<file path="config.mk">
export PLATFORM = sky130hd
export DESIGN_NAME = conv_window_ctrl
export DESIGN_NICKNAME = d
export VERILOG_FILES = /design/src/rtl/conv_window_ctrl.sv
export SDC_FILE = /design/constraint.sdc
export NUM_CORES = 1
export LEC_CHECK = 0
export ABC_AREA = 0
export BUFFER_PORTS_ARGS = -buffer_cell sky130_fd_sc_hd__clkbuf_2
export CORE_AREA = 2 2 60 76
export DETAILED_ROUTE_END_ITERATION = 10
export DIE_AREA = 0 0 62 78
export GPL_TIMING_DRIVEN = 0
export PLACE_DENSITY = 0.77
export SLEW_MARGIN = 20
export SYNTH_ARGS = -nofsm -noshare
export SYNTH_HDL_FRONTEND = slang
export SYNTH_SLANG_ARGS = --single-unit
</file>
<file path="constraint.sdc">
create_clock -name clk -period 8.6 [get_ports clk]
set_input_delay 1.72 -clock clk [delete_from_list [all_inputs] [get_ports clk]]
set_output_delay 1.72 -clock clk [all_outputs]
set_load 0.02 [all_outputs]
</file>
<file path="src/rtl/conv_window_ctrl.sv">
// ============================================================================
// Module   : conv_window_ctrl
// Purpose  : 3x3 convolution window sequencer over an IMG_W x IMG_H image with
//            a runtime stride. Optional macro CONV_CTRL_PERF_EN adds a stall counter.
// Revision : 1.0  initial release
// ============================================================================
`default_nettype none

module conv_window_ctrl #(
  parameter int IMG_W = 8,
  parameter int IMG_H = 8
) (
  input  logic        clk,
  input  logic        rst,
  input  logic        start,
  input  logic [1:0]  stride,
  input  logic        conv_ready,
  output logic        window_en,
  output logic        shift_buffer,
  output logic        conv_valid,
  output logic        row_adv,
  output logic        busy,
  output logic        done,
  output logic [7:0]  col_idx,
  output logic [7:0]  row_idx,
  output logic [15:0] perf_stall
);

  typedef enum logic [2:0] {
    IDLE     = 3'd0,
    PRELOAD  = 3'd1,
    LOAD     = 3'd2,
    CONVOLVE = 3'd3,
    ROW_END  = 3'd4,
    DONE     = 3'd5
  } state_t;

  localparam logic [9:0] C_IMG_W = 10'(IMG_W);
  localparam logic [9:0] C_IMG_H = 10'(IMG_H);

  state_t     state_q, state_d;
  logic [1:0] stride_q, stride_d;
  logic [1:0] cnt_q, cnt_d;
  logic [7:0] col_q, col_d;
  logic [7:0] row_q, row_d;

  logic       col_fits, row_fits;
  logic       we;

  // Widened so IMG up to 255 plus stride and window size cannot wrap.
  assign col_fits = ({2'b00, col_q} + {8'd0, stride_q} + 10'd3) <= C_IMG_W;
  assign row_fits = ({2'b00, row_q} + {8'd0, stride_q} + 10'd3) <= C_IMG_H;

  always_ff @(posedge clk or posedge rst) begin
    if (rst) begin
      state_q  <= IDLE;
      stride_q <= 2'd1;
      cnt_q    <= 2'd0;
      col_q    <= 8'd0;
      row_q    <= 8'd0;
    end else begin
      state_q  <= state_d;
      stride_q <= stride_d;
      cnt_q    <= cnt_d;
      col_q    <= col_d;
      row_q    <= row_d;
    end
  end

  always_comb begin
    state_d    = state_q;
    stride_d   = stride_q;
    cnt_d      = cnt_q;
    col_d      = col_q;
    row_d      = row_q;
    we         = 1'b0;
    conv_valid = 1'b0;
    row_adv    = 1'b0;
    done       = 1'b0;
    case (state_q)
      IDLE: begin
        if (start) begin
          stride_d = (stride == 2'd0) ? 2'd1 : stride;
          col_d    = 8'd0;
          row_d    = 8'd0;
          cnt_d    = 2'd0;
          state_d  = PRELOAD;
        end
      end
      PRELOAD: begin
        we = 1'b1;
        if (cnt_q == 2'd2) begin
          cnt_d   = 2'd0;
          state_d = CONVOLVE;
        end else begin
          cnt_d = cnt_q + 2'd1;
        end
      end
      LOAD: begin
        we = 1'b1;
        if (cnt_q == stride_q - 2'd1) begin
          cnt_d   = 2'd0;
          state_d = CONVOLVE;
        end else begin
          cnt_d = cnt_q + 2'd1;
        end
      end
      CONVOLVE: begin
        conv_valid = 1'b1;
        if (conv_ready) begin
          if (col_fits) begin
            col_d   = col_q + {6'd0, stride_q};
            cnt_d   = 2'd0;
            state_d = LOAD;
          end else begin
            state_d = ROW_END;
          end
        end
      end
      ROW_END: begin
        if (row_fits) begin
          row_adv = 1'b1;
          row_d   = row_q + {6'd0, stride_q};
          col_d   = 8'd0;
          cnt_d   = 2'd0;
          state_d = PRELOAD;
        end else begin
          state_d = DONE;
        end
      end
      DONE: begin
        done    = 1'b1;
        state_d = IDLE;
      end
      default: state_d = IDLE;
    endcase
  end

  assign window_en    = we;
  assign shift_buffer = we;
  assign busy         = (state_q != IDLE);
  assign col_idx      = col_q;
  assign row_idx      = row_q;

`ifdef CONV_CTRL_PERF_EN
  logic [15:0] stall_q;

  always_ff @(posedge clk or posedge rst) begin
    if (rst) begin
      stall_q <= 16'd0;
    end else if ((state_q == IDLE) && start) begin
      stall_q <= 16'd0;
    end else if ((state_q == CONVOLVE) && !conv_ready && (stall_q != 16'hFFFF)) begin
      stall_q <= stall_q + 16'd1;
    end
  end

  assign perf_stall = stall_q;
`else
  assign perf_stall = 16'd0;
`endif

endmodule

`default_nettype wire

</file>
* After elaboration in Yosys (flattened, before gate mapping)
Index checks and enable logic that the tools add are counted.
** Cells by class
- Reductions and logical operators :: 12
- $add $sub $neg :: 8
- Order comparisons :: 2
- Multiplexer cells :: 27
- Equal/unequal tests :: 13
** Operators with widths (count)
- $mux 8 :: 5
- $pmux 8 s3 :: 1
- $add 9x2->10 const B :: 2
- $le 10x4->1 const B :: 2
- $add 8x2->9 :: 2
- $mux 3 :: 6
- $add 8x2->8 :: 2
- $pmux 8 s2 :: 1
- $pmux 3 s5 :: 1
- $mux 2 :: 7
- $ne 2x2->1 const B :: 6
- $pmux 2 s5 :: 1
- $reduce_and 5->1 :: 2
- $eq 3x2->1 const B :: 2
- $eq 3x3->1 const B :: 2
- $reduce_bool 3->1 :: 2
- $mux 1 :: 5
- $reduce_bool 5->1 :: 1
- $reduce_and 4->1 :: 1
- $eq 3x1->1 const B :: 1
- $logic_not 3->1 :: 1
- $reduce_and 3->1 :: 1
- $add 2x1->2 const B :: 1
- $eq 2x2->1 :: 1
- other kinds (6) :: 6
** Word-level totals
- Output and inout bits :: 38
- Bits in registers :: 23
- Bits of input ports :: 6
- Word-level logic and storage cells :: 67

* Depth between registers and ports, before layout
Gate-level depths: netlist (run 1).
- Depth after elaboration :: 6
- Mapped depth :: 12

* Worst setup path after synthesis (run 1)
Ideal clock, no wire load.
- Path type :: register -> output
- Start :: reg row_q[1] (netlist: row_idx[1])
- End :: out row_adv
- Stages on the path, launching flop included :: 10
- Buffers on the path :: 0
- Data arrival time :: 2231 ps
- Data required time :: 6880 ps
- Setup slack :: 4649 ps
- Cells stage by stage :: dfrtp_1 > inv_1 > ha_1 > inv_1 > ha_1 > inv_1 > fa_1 > and3b_1 > o21ai_2 > nor3_4
** On the way
- Longest elaborated chain between the ends :: 5
** Ends and longest elaborated chain
- start, declared :: line 45 : logic [7:0] row_q, row_d;
- start signal, assigned :: line 66 : row_q <= row_d;
- $add 8x2->9 :: line 52 : assign row_fits = ({2'b00, row_q} + {8'd0, stride_q} + 10'd3) <= C_IMG_H;
- $add 9x2->10 :: line 52
- $le 10x4->1 :: line 52
- $mux 1 :: line 121 : if (row_fits) begin
- $mux 1 :: line 80 : case (state_q)
- end, declared :: line 21 : output logic row_adv,
No other way between the ends.

* Final worst setup path (run 1)
- Start :: reg stride_q[1]
- End :: out row_adv
** On the way
- Longest elaborated chain between the ends :: 5
** Ends and longest elaborated chain
- start, declared :: line 42 : logic [1:0] stride_q, stride_d;
- start signal, assigned :: line 63 : stride_q <= stride_d;
- $add 8x2->9 :: line 52
- $add 9x2->10 :: line 52
- $le 10x4->1 :: line 52
- $mux 1 :: line 121
- $mux 1 :: line 80
No other way between the ends.

==> run_results.csv, run 1 <==
group,metric,value,unit
logic_synthesis,synth_most_common_cell,"dfrtp_1",
setup_path,path_buf_inv,4,
clock_tree,clk_pin_slew_worst_paths,90,ps
floorplanning,fp.dieH,78,µm
setup_path,crit_type,"reg2out",
layout,layout-drive-gt1-share,26.5,%
logic_synthesis,async_flop_share,100,%
floorplanning,num_io_pins,44,
logic_synthesis,synth_top_cell_area_share,30.9,%
route,drtAntennaViolNets,0,
logic_synthesis,synth_edf_count,0,
clock_tree,hold_buffers,0,
placed_design,dp_cells,290,
floorplanning,initial_core_util,43.8,%
clock_tree,cts_buffers,3,
sta,setup_slack,4090,ps
logic_synthesis,synth_ff_type,"dfrtp_1",
logic_synthesis,synth_area_leaders,"dfrtp_1 31%, ha_1 11%, buf_4 7.6%, fa_1 4.5%, inv_1 4.4%",
sta,slew_headroom,40.0,%
layout,area_growth,17.4,%
power,power_leakage,0.00108,µW
setup_path,worstPathRequired,6880,ps
hold_path,hold_class,"reg2reg",
global_route,grt_pass1_wl,5.71,mm
outcome,status,"completed",
job,maxCapViolCount,0,
setup_path,slowest_delay,530,ps
placed_design,io_buffers,27,
clock_tree,clk_latency,270,ps
logic_synthesis,synthSimpleGateAreaFrac,16.2,%
power,ir_drop,96.9,µV
logic_synthesis,synth_area_leader_cell,"dfrtp_1",
sta,finalMaxSlewViolations,0,
logic_synthesis,synth_commonest_cells,"22 x dfrtp_1, 21 x inv_1, 18 x buf_4",
sta,worst_slew_pin_slew,900,ps
global_route,grt-ovfl-total,0,
logic_synthesis,synth_seq_area_share,32.4,%
clock_tree,cts_tree,"done",
floorplanning,dieArea,4840,µm²
sta,setup_viol,0,
route,vias,1418,
sta,max_freq,222,MHz
setup_path,crit_arrival,2790,ps
clock_tree,cts_sinks,23,
logic_synthesis,synth_compound_area_share,19.0,%
route,drc,0,
layout,n_antenna_cell,0,
floorplanning,fp.dieW,62,µm
sta,hold_violations,0,
placed_design,dp_hpwl,2.69,mm
global_route,grt_pass1_vias,1311,
placed_design,pre_cts_ws,4370,ps
logic_synthesis,synth_seq_cells,23,
logic_synthesis,synthXorXnorAreaFrac,2.95,%
clock_tree,cts_resized,0,
layout,nNetsFinal,264,
placed_design,place_congestion,0.848,
setup_path,cp-start-kind,"register",
clock_tree,post_cts_buffers,0,
logic_synthesis,synth_area,1780,µm²
setup_path,slowest_stage,"dfrtp_1",
sta,rsz0062_at_grt,"false",
setup_path,crit_top_cell,"inv_1",
sta,period_minus_slack,4510,ps
power,power,605,µW
route,viasPerCell,4.82,
logic_synthesis,synthMuxAreaShare,0,%
clock_tree,cts_htree_levels,1,
global_route,grt_util_all_layers,15.3,%
setup_path,cp-end-kind,"output pin",
setup_path,crit_family,"adder cells",
floorplanning,core_area,4070,µm²
route,drtIter0Drc,85,
layout,utilization,51.4,%
route,firstDrtPassIters,4,
floorplanning,rows,26,
logic_synthesis,syn_avg_cell_area,9.27,µm²
sta,fin_crit_sh,52.5,%
sta,fin_tns_setup,0,ps
setup_path,cp_cell_sequence,"inv_1 -> ha_1 -> inv_1 -> ha_1 -> inv_1 -> fa_1 -> and3b_1 -> o21ai_2 -> nor3_4 -> clkbuf_2",
clock_tree,clk_path_buf_depth,2,
setup_path,cp_max_fo,6,
logic_synthesis,ys_types,48,
logic_synthesis,ys_warn_count,0,
route,wire_per_inst,11.4,µm
route,drt-total-wl,3.37,mm
logic_synthesis,synthAdderAreaFrac,15.0,%
logic_synthesis,syn_inst,192,
power,powerDensity,290,nW/µm²
layout,final_cells,294,
clock_tree,root_buffer,"clkbuf_8",
logic_synthesis,synth_top_family_by_area,"compound AO/OA/AOI/OAI gates",
sta,skew,9.35,ps
global_route,grt_max_degree,24,
global_route,antenna_found_initial,0,
[cell usage in the layout, fill, tap and decap left out, drive strengths merged, types with 12 or more instances in the layout]
master,instances
nand2,13
inv,21
dfrtp,22
ha,15
a21oi,13
nor2,15
o21ai,12
clkbuf,32
buf,20
conb,16
[report_power, final]
part / leakage, µW / internal [µW] / switching, µW / total, µW
sequential: 0.000306 / 134 / 33.1 / 167
clock: 0.0000217 / 32.8 / 37.3 / 70.2
combinational: 0.000750 / 153 / 216 / 369
total: 0.00108 / 319 / 286 / 605
[cells by family (layout without fill, tap and decap cells)]
family,after synthesis,count (layout)
AND/OR/NAND/NOR,53,53
AO/OA/AOI/OAI,47,47
buffers and inverters,43,74
flip-flops,23,23
adder cells (fa/ha/maj),19,19
XOR/XNOR,6,6
other,1,16
[final timing paths]
path                              from         end  slack, ps  cells past startpoint
setup / recovery           stride_q[1]     row_adv       4090                     10
hold / removal              row_idx[6]  row_idx[6]        530                      1
setup reg to reg           stride_q[1]    cnt_q[0]       5460                     11
hold reg to reg             row_idx[6]  row_idx[6]        530                      1
max in group asynchronous          rst  state_q[1]       6430                      2
min in group asynchronous          rst  row_idx[1]       1610                      2
[state kept, by name, summed over array words and instances (netlist names)]
register and cells:
row_idx 8, stride_q 2, col_idx 8, state_q 3, cnt_q 2
[routing by layer]
| metal | GRT usage (%) | wire length (µm) | up-vias |
|---|---|---|---|
| li1 | - | - | 715 |
| met1 | 19.5 | 1480 | 665 |
| met2 | 25.7 | 1720 | 34 |
| met3 | 2.00 | 111 | 4 |
| met4 | 4.89 | 48 | 0 |
| met5 | 0 | 0 | - |
[area by class of cell]
| cell class | count | area [µm²] |
|---|---|---|
| fillers | 391 | 1980 |
| well taps | 56 | 70.1 |
| repair buffers | 27 | 135 |
| flip-flops and latches | 23 | 577 |
| inverters | 21 | 78.8 |
| clock inverters | 1 | 7.51 |
| plain buffers | 22 | 175 |
| clock buffers | 3 | 41.3 |
| multi-input cells | 141 | 1010 |
[per-stage QoR]
step | hold slack, ps | cell area [µm²]
floorplan | 549 | 1840
global placement | 505 | 2040
detailed placement | 515 | 2040
CTS | 537 | 2090
global route | 551 | 2090
finish | 530 | 2090
No activity file was read; power rests on OpenSTA's default activity.
==> inputs of run 2 (changes only) <==
- PLACE_DENSITY: 0.77 -> 0.79
- clock period: 8.6 -> 4.1 ns (I/O delays scaled with it)
==> run 2 against run 1 <==
  * Routed wire length is 9.7% higher
  * Register-to-register slack worse by 4500 ps
  * Via count is 1.7% higher
  * Critical path type unchanged
  * Core utilization is 0.062 points lower
  * Critical path depth stayed put
  * Largest cell class unchanged
==> run_results.csv, run 2 (same netlist as run 1, synthesis figures left out) <==
group,metric,value,unit
clock_tree,cts_buffers,3,
clock_tree,clk_pin_slew_worst_paths,90,ps
clock_tree,post_cts_buffers,0,
setup_path,worst-r2r-cell-count,11,
clock_tree,clk_latency,270,ps
layout,layout-drive-gt1-share,26.5,%
sta,max_freq,278,MHz
power,sw_frac_of_total,47.7,%
route,drt-met1-wl,1.53,mm
outcome,status,"completed",
floorplanning,fp.dieW,62,µm
setup_path,cp_max_fo,6,
global_route,grt_max_degree,24,
global_route,grt_pass1_vias,1426,
setup_path,crit_arrival,2780,ps
power,power_leakage,0.00108,µW
route,drc,0,
floorplanning,num_io_pins,44,
setup_path,slowest_stage,"dfrtp_1",
global_route,grt_pass1_wl,6.19,mm
setup_path,crit_type,"reg2out",
clock_tree,cts_resized,0,
hold_path,hold_class,"reg2reg",
route,wire_per_inst,12.6,µm
layout,layout_common_cells,"27 x clkbuf_2, 22 x dfrtp_1, 21 x inv_1",
sta,slew_headroom,40.2,%
global_route,grt-ovfl-total,0,
layout,final_common_cell,"clkbuf_2",
layout,n_antenna_cell,0,
layout,area_growth,17.3,%
setup_path,cp-start-kind,"register",
sta,period_minus_slack,3600,ps
route,routed-wl-met3,155,µm
route,drt-total-wl,3.69,mm
placed_design,place_congestion,0.877,
power,ir_drop,240,µV
job,maxCapViolCount,0,
sta,setup_viol,0,
setup_path,cp_cell_sequence,"inv_1 -> ha_1 -> inv_1 -> ha_1 -> inv_1 -> fa_1 -> and3b_1 -> o21ai_2 -> nor3_4 -> clkbuf_2",
clock_tree,cts_htree_levels,1,
setup_path,slowest_delay,520,ps
layout,utilization,51.4,%
sta,hold_violations,0,
sta,skew,3.49,ps
setup_path,worstPathRequired,3280,ps
setup_path,crit_top_cell,"inv_1",
floorplanning,rows,26,
global_route,antenna_found_initial,0,
clock_tree,cts_tree,"done",
sta,rsz0062_at_grt,"false",
sta,fin_crit_sh,87.8,%
setup_path,worst-path-stages,10,
hold_path,min-delay-start,"row_idx[5]",
route,drtAntennaViolNets,0,
clock_tree,root_buffer,"clkbuf_8",
placed_design,dp_hpwl,2.85,mm
power,combPwrFrac,61.4,%
placed_design,dp_cells,290,
floorplanning,fp.dieH,78,µm
setup_path,cp-end-kind,"output pin",
hold_path,holdPathStages,2,
route,firstDrtPassIters,4,
power,p_sw,615,µW
placed_design,io_buffers,27,
layout,final_cells,294,
power,intPower,674,µW
power,powerDensity,617,nW/µm²
setup_path,crit_family,"adder cells",
sta,finalMaxSlewViolations,0,
clock_tree,cts_sinks,23,
clock_tree,clk_path_buf_depth,2,
sta,worst_slew_pin_slew,896,ps
route,vias,1442,
route,drtIter0Drc,50,
clock_tree,hold_buffers,0,
power,p_clk_share,11.3,%
route,routed-wl-met2,1.89,mm
setup_path,path_buf_inv,4,
layout,nNetsFinal,264,
floorplanning,dieArea,4840,µm²
floorplanning,core_area,4070,µm²
setup_path,r2r-start,"stride_q[1]",
global_route,grt_util_all_layers,16.8,%
floorplanning,initial_core_util,43.8,%
power,p_seq_share,27.3,%
setup_path,setup.worst_path.start,"stride_q[1]",
sta,fin_tns_setup,0,ps
route,viasPerCell,4.90,
route,maxUsedRoutingLayer,"met4",
power,power,1290,µW
## run 2: through the flow
step	worst slack, ps	instance area, µm²	hold slack, ps
2_1_floorplan	1050	1840	549
3_3_place_gp	783	2040	505
3_5_place_dp	777	2040	517
4_1_cts	444	2090	539
5_1_grt	275	2090	565
6_report	499	2090	531
## run 2: power groups by stage
| stage | clock (µW) | sequential (µW) | combinational, µW |
|---|---|---|---|
| floorplan | 0 | 361 | 599 |
| detailed placement | 0 | 357 | 795 |
| global route | 158 | 363 | 893 |
| finish | 146 | 352 | 792 |
| CTS | 153 | 353 | 801 |
| global placement | 0 | 354 | 762 |
## run 2: worst paths after layout
path / end / slack, ps
setup / recovery: row_adv / 500
hold / removal: row_idx[5] / 530
setup reg to reg: cnt_q[0] / 970
hold reg to reg: row_idx[5] / 530
max in group asynchronous: state_q[0] / 2840
min in group asynchronous: row_idx[1] / 710
## run 2: metal layers
metal	up-vias	global-route usage (%)
li1	711	-
met1	680	19.9
met2	39	27.4
met3	12	2.67
met4	0	9.57
met5	-	0
## run 2: worst min-delay path, stage by stage (launching register included)
cell	delay, ps
dfrtp_1	380
a31oi_1	50
nor2_1	70
## run 2: layout make-up
cell class | count | area (µm²)
clock buffer | 3 | 41.3
multi-input combinational | 141 | 1010
buffer | 22 | 175
fill | 384 | 1980
timing repair buffer | 27 | 135
tap | 56 | 70.1
inverter | 21 | 78.8
clock inverter | 1 | 5.00
sequential | 23 | 577
==> inputs of run 3 (changes only) <==
--- a/config.mk
+++ b/config.mk
@@ -7,7 +7,7 @@
 export LEC_CHECK = 0
-export ABC_AREA = 0
+export ABC_AREA = 1
 export BUFFER_PORTS_ARGS = -buffer_cell sky130_fd_sc_hd__clkbuf_2
-export CORE_AREA = 2 2 60 76
+export CORE_AREA = 3 3 63 80
 export DETAILED_ROUTE_END_ITERATION = 10
-export DIE_AREA = 0 0 62 78
+export DIE_AREA = 0 0 66 83
 export GPL_TIMING_DRIVEN = 0
==> constraint.sdc (replaced) <==
create_clock -name clk -period 4.1 [get_ports clk]
set_input_delay 0.41 -clock clk [delete_from_list [all_inputs] [get_ports clk]]
set_output_delay 0.41 -clock clk [all_outputs]
set_load 0.02 [all_outputs]
==> run 3 against run 2 <==
  * Die area is 13% higher
  * Largest cell class unchanged
  * Clock skew is 3.9 ps higher
  * Sequential share of layout area is 1.8 points lower
  * Final area is 6.9% higher
  * Global-route usage is 2.2 points lower
  * Sequential cell count stayed put
  * Clock power is 3% lower
==> run_results.csv, run 3 <==
group,metric,value,unit
route,drtAntennaViolNets,0,
power,power_leakage,0.00133,µW
logic_synthesis,synth_top_cell_area_share,28.6,%
floorplanning,core_area,4360,µm²
layout,nFillCells,440,
setup_path,worst-r2r-cell-count,15,
global_route,grt_pass1_vias,1550,
floorplanning,fp.dieW,66,µm
power,ir_drop,434,µV
setup_path,cp-start-kind,"register",
clock_tree,clk_path_buf_depth,2,
global_route,busiest_layer,"met2",
setup_path,worstPathRequired,3690,ps
logic_synthesis,synth_area_leaders,"dfrtp_1 29%, nand2_1 15%, ha_1 9.8%, inv_1 8.8%, buf_4 6.6%",
placed_design,dp_hpwl,3.04,mm
setup_path,r2r-start,"stride_q[1]",
outcome,status,"completed",
placed_design,placed_area,2190,µm²
logic_synthesis,syn_inst,266,
clock_tree,hold_buffers,0,
route,drt-total-wl,3.85,mm
logic_synthesis,ys_warn_count,0,
logic_synthesis,synth_area,1920,µm²
logic_synthesis,ys_types,29,
global_route,grt_util_all_layers,14.6,%
global_route,grt_use_met1,17.3,%
layout,layout-drive-gt1-share,20.5,%
sta,max_freq,314,MHz
logic_synthesis,syn_avg_cell_area,7.23,µm²
layout,design_area,2230,µm²
sta,fin_crit_sh,77.6,%
logic_synthesis,synth_commonest_cells,"76 x nand2_1, 45 x inv_1, 24 x nor2_1",
sta,setup_viol,0,
route,firstDrtPassIters,4,
floorplanning,initial_core_util,44.1,%
layout,n_antenna_cell,0,
global_route,grtUsageMet3,2.03,%
sta,fin_tns_setup,0,ps
setup_path,crit_arrival,2770,ps
clock_tree,cts_tree,"done",
floorplanning,dieArea,5480,µm²
logic_synthesis,synth_ff_type,"dfrtp_1",
route,viasPerCell,4.51,
global_route,grtUsageMet2,26.4,%
placed_design,place_congestion,0.833,
route,drtIter0Drc,38,
logic_synthesis,synth_seq_cells,23,
sta,skew,7.39,ps
setup_path,rr_endpoint,"col_idx[4]",
sta,slew_headroom,39.0,%
sta,period_minus_slack,3180,ps
route,wire_per_inst,10.4,µm
logic_synthesis,synth_area_leader_cell,"dfrtp_1",
setup_path,cp-end-kind,"output pin",
sta,whs,316,ps
clock_tree,post_cts_buffers,0,
setup_path,cp_max_fo,6,
floorplanning,rows,27,
global_route,grt-ovfl-total,0,
setup_path,rrSetupSlack,1350,ps
clock_tree,clk_pin_slew_worst_paths,80,ps
layout,nNetsFinal,338,
sta,hold_violations,0,
power,powerDensity,569,nW/µm²
placed_design,pre_cts_ws,1200,ps
layout,final_common_cell,"nand2_1",
logic_synthesis,synth_most_common_cell,"nand2_1",
layout,area_growth,16.1,%
clock_tree,cts_sinks,23,
sta,rsz0062_at_grt,"false",
clock_tree,clk_latency,260,ps
sta,worst_slew_pin_slew,914,ps
global_route,grt_max_degree,24,
logic_synthesis,synth_edf_count,0,
setup_path,crit_type,"reg2out",
floorplanning,fp.dieH,83,µm
power,power,1270,µW
logic_synthesis,synth_seq_area_share,30.0,%
clock_tree,cts_resized,0,
clock_tree,cts_htree_levels,1,
sta,finalMaxSlewViolations,0,
layout,layout_common_cells,"76 x nand2_1, 45 x inv_1, 27 x clkbuf_2",
route,drc,0,
logic_synthesis,async_flop_share,100,%
sta,setup_slack,919,ps
clock_tree,cts_buffers,3,
job,maxCapViolCount,0,
global_route,grt_pass1_wl,6.50,mm
placed_design,io_buffers,27,
clock_tree,root_buffer,"clkbuf_8",
floorplanning,num_io_pins,44,
hold_path,hold_class,"in2async",
global_route,antenna_found_initial,0,
route,vias,1667,
## run 3: changes by cell type after synthesis, sizes merged, moves of 8 or more
cell / before / now
nand3: 3 / 18
a21oi: 13 / 3
nor2: 15 / 27
inv: 21 / 48
nand2: 13 / 82
nand4: 1 / 9
## run 3: cells by family (layout without fill, tap and decap cells)
group / Yosys count / count (layout) / share of synthesized area, %
XOR/XNOR: 3 / 3 / 1.37
flip-flops: 23 / 23 / 30.0
AND/OR/NAND/NOR: 143 / 143 / 34.3
AO/OA/AOI/OAI: 12 / 12 / 4.23
adder cells (fa/ha/maj): 19 / 19 / 13.9
other: 1 / 16 / 0.195
buffers and inverters: 65 / 96 / 16.0
## run 3: cell type report
class	count	area [µm²]	share of cell area [%]
timing repair buffer	27	135	6.05
clock buffer	4	45.0	2.02
buffer	17	128	5.72
inverter	48	180	8.07
tap	58	72.6	3.25
multi-input combinational	193	1090	49.0
sequential	23	577	25.8
## run 3: metrics by stage
step | instances | utilization (%)
final | 370 | 51.2
after global routing | 370 | 51.2
after CTS | 370 | 51.2
after detailed placement | 366 | 50.2
after global placement | 366 | 50.2
after floorplan | 281 | -
## run 3: critical path, stage by stage (launching register included)
cell and delay (ps):
dfrtp_1 530, inv_1 170, ha_1 320, inv_1 60, ha_1 160, inv_1 50, fa_1 480, nand3_1 80
nand2_1 70, nand2_1 90, nor2_1 150, nand2_2 120, inv_1 70, clkbuf_2 160
## run 3: power breakdown
group / switching (µW) / total, µW / leakage [µW] / internal, µW
registers: 70.2 / 343 / 0.000309 / 273
clock network: 71.7 / 141 / 0.0000228 / 69.3
logic: 502 / 786 / 0.000994 / 283
total: 644 / 1270 / 0.00133 / 625
## run 3: layer usage
metal | wire length, µm | share of wire [%] | vias up
met1 | 1670 | 43 | 746
met3 | 153 | 4.0 | 4
met5 | 0 | 0 | -
li1 | - | - | 880
met2 | 1990 | 52 | 37
met4 | 36 | 0.93 | 0
## run 3: worst max-delay path by stage
stage | start | to | cells after the start | slack, ps
2_1_floorplan | row_idx[1] | row_adv | 12 | 1500
3_3_place_gp | stride_q[1] | row_adv | 13 | 1230
3_5_place_dp | stride_q[1] | row_adv | 13 | 1200
4_1_cts | stride_q[1] | row_adv | 13 | 900
5_1_grt | stride_q[1] | row_adv | 13 | 760
6_report | stride_q[1] | row_adv | 13 | 920
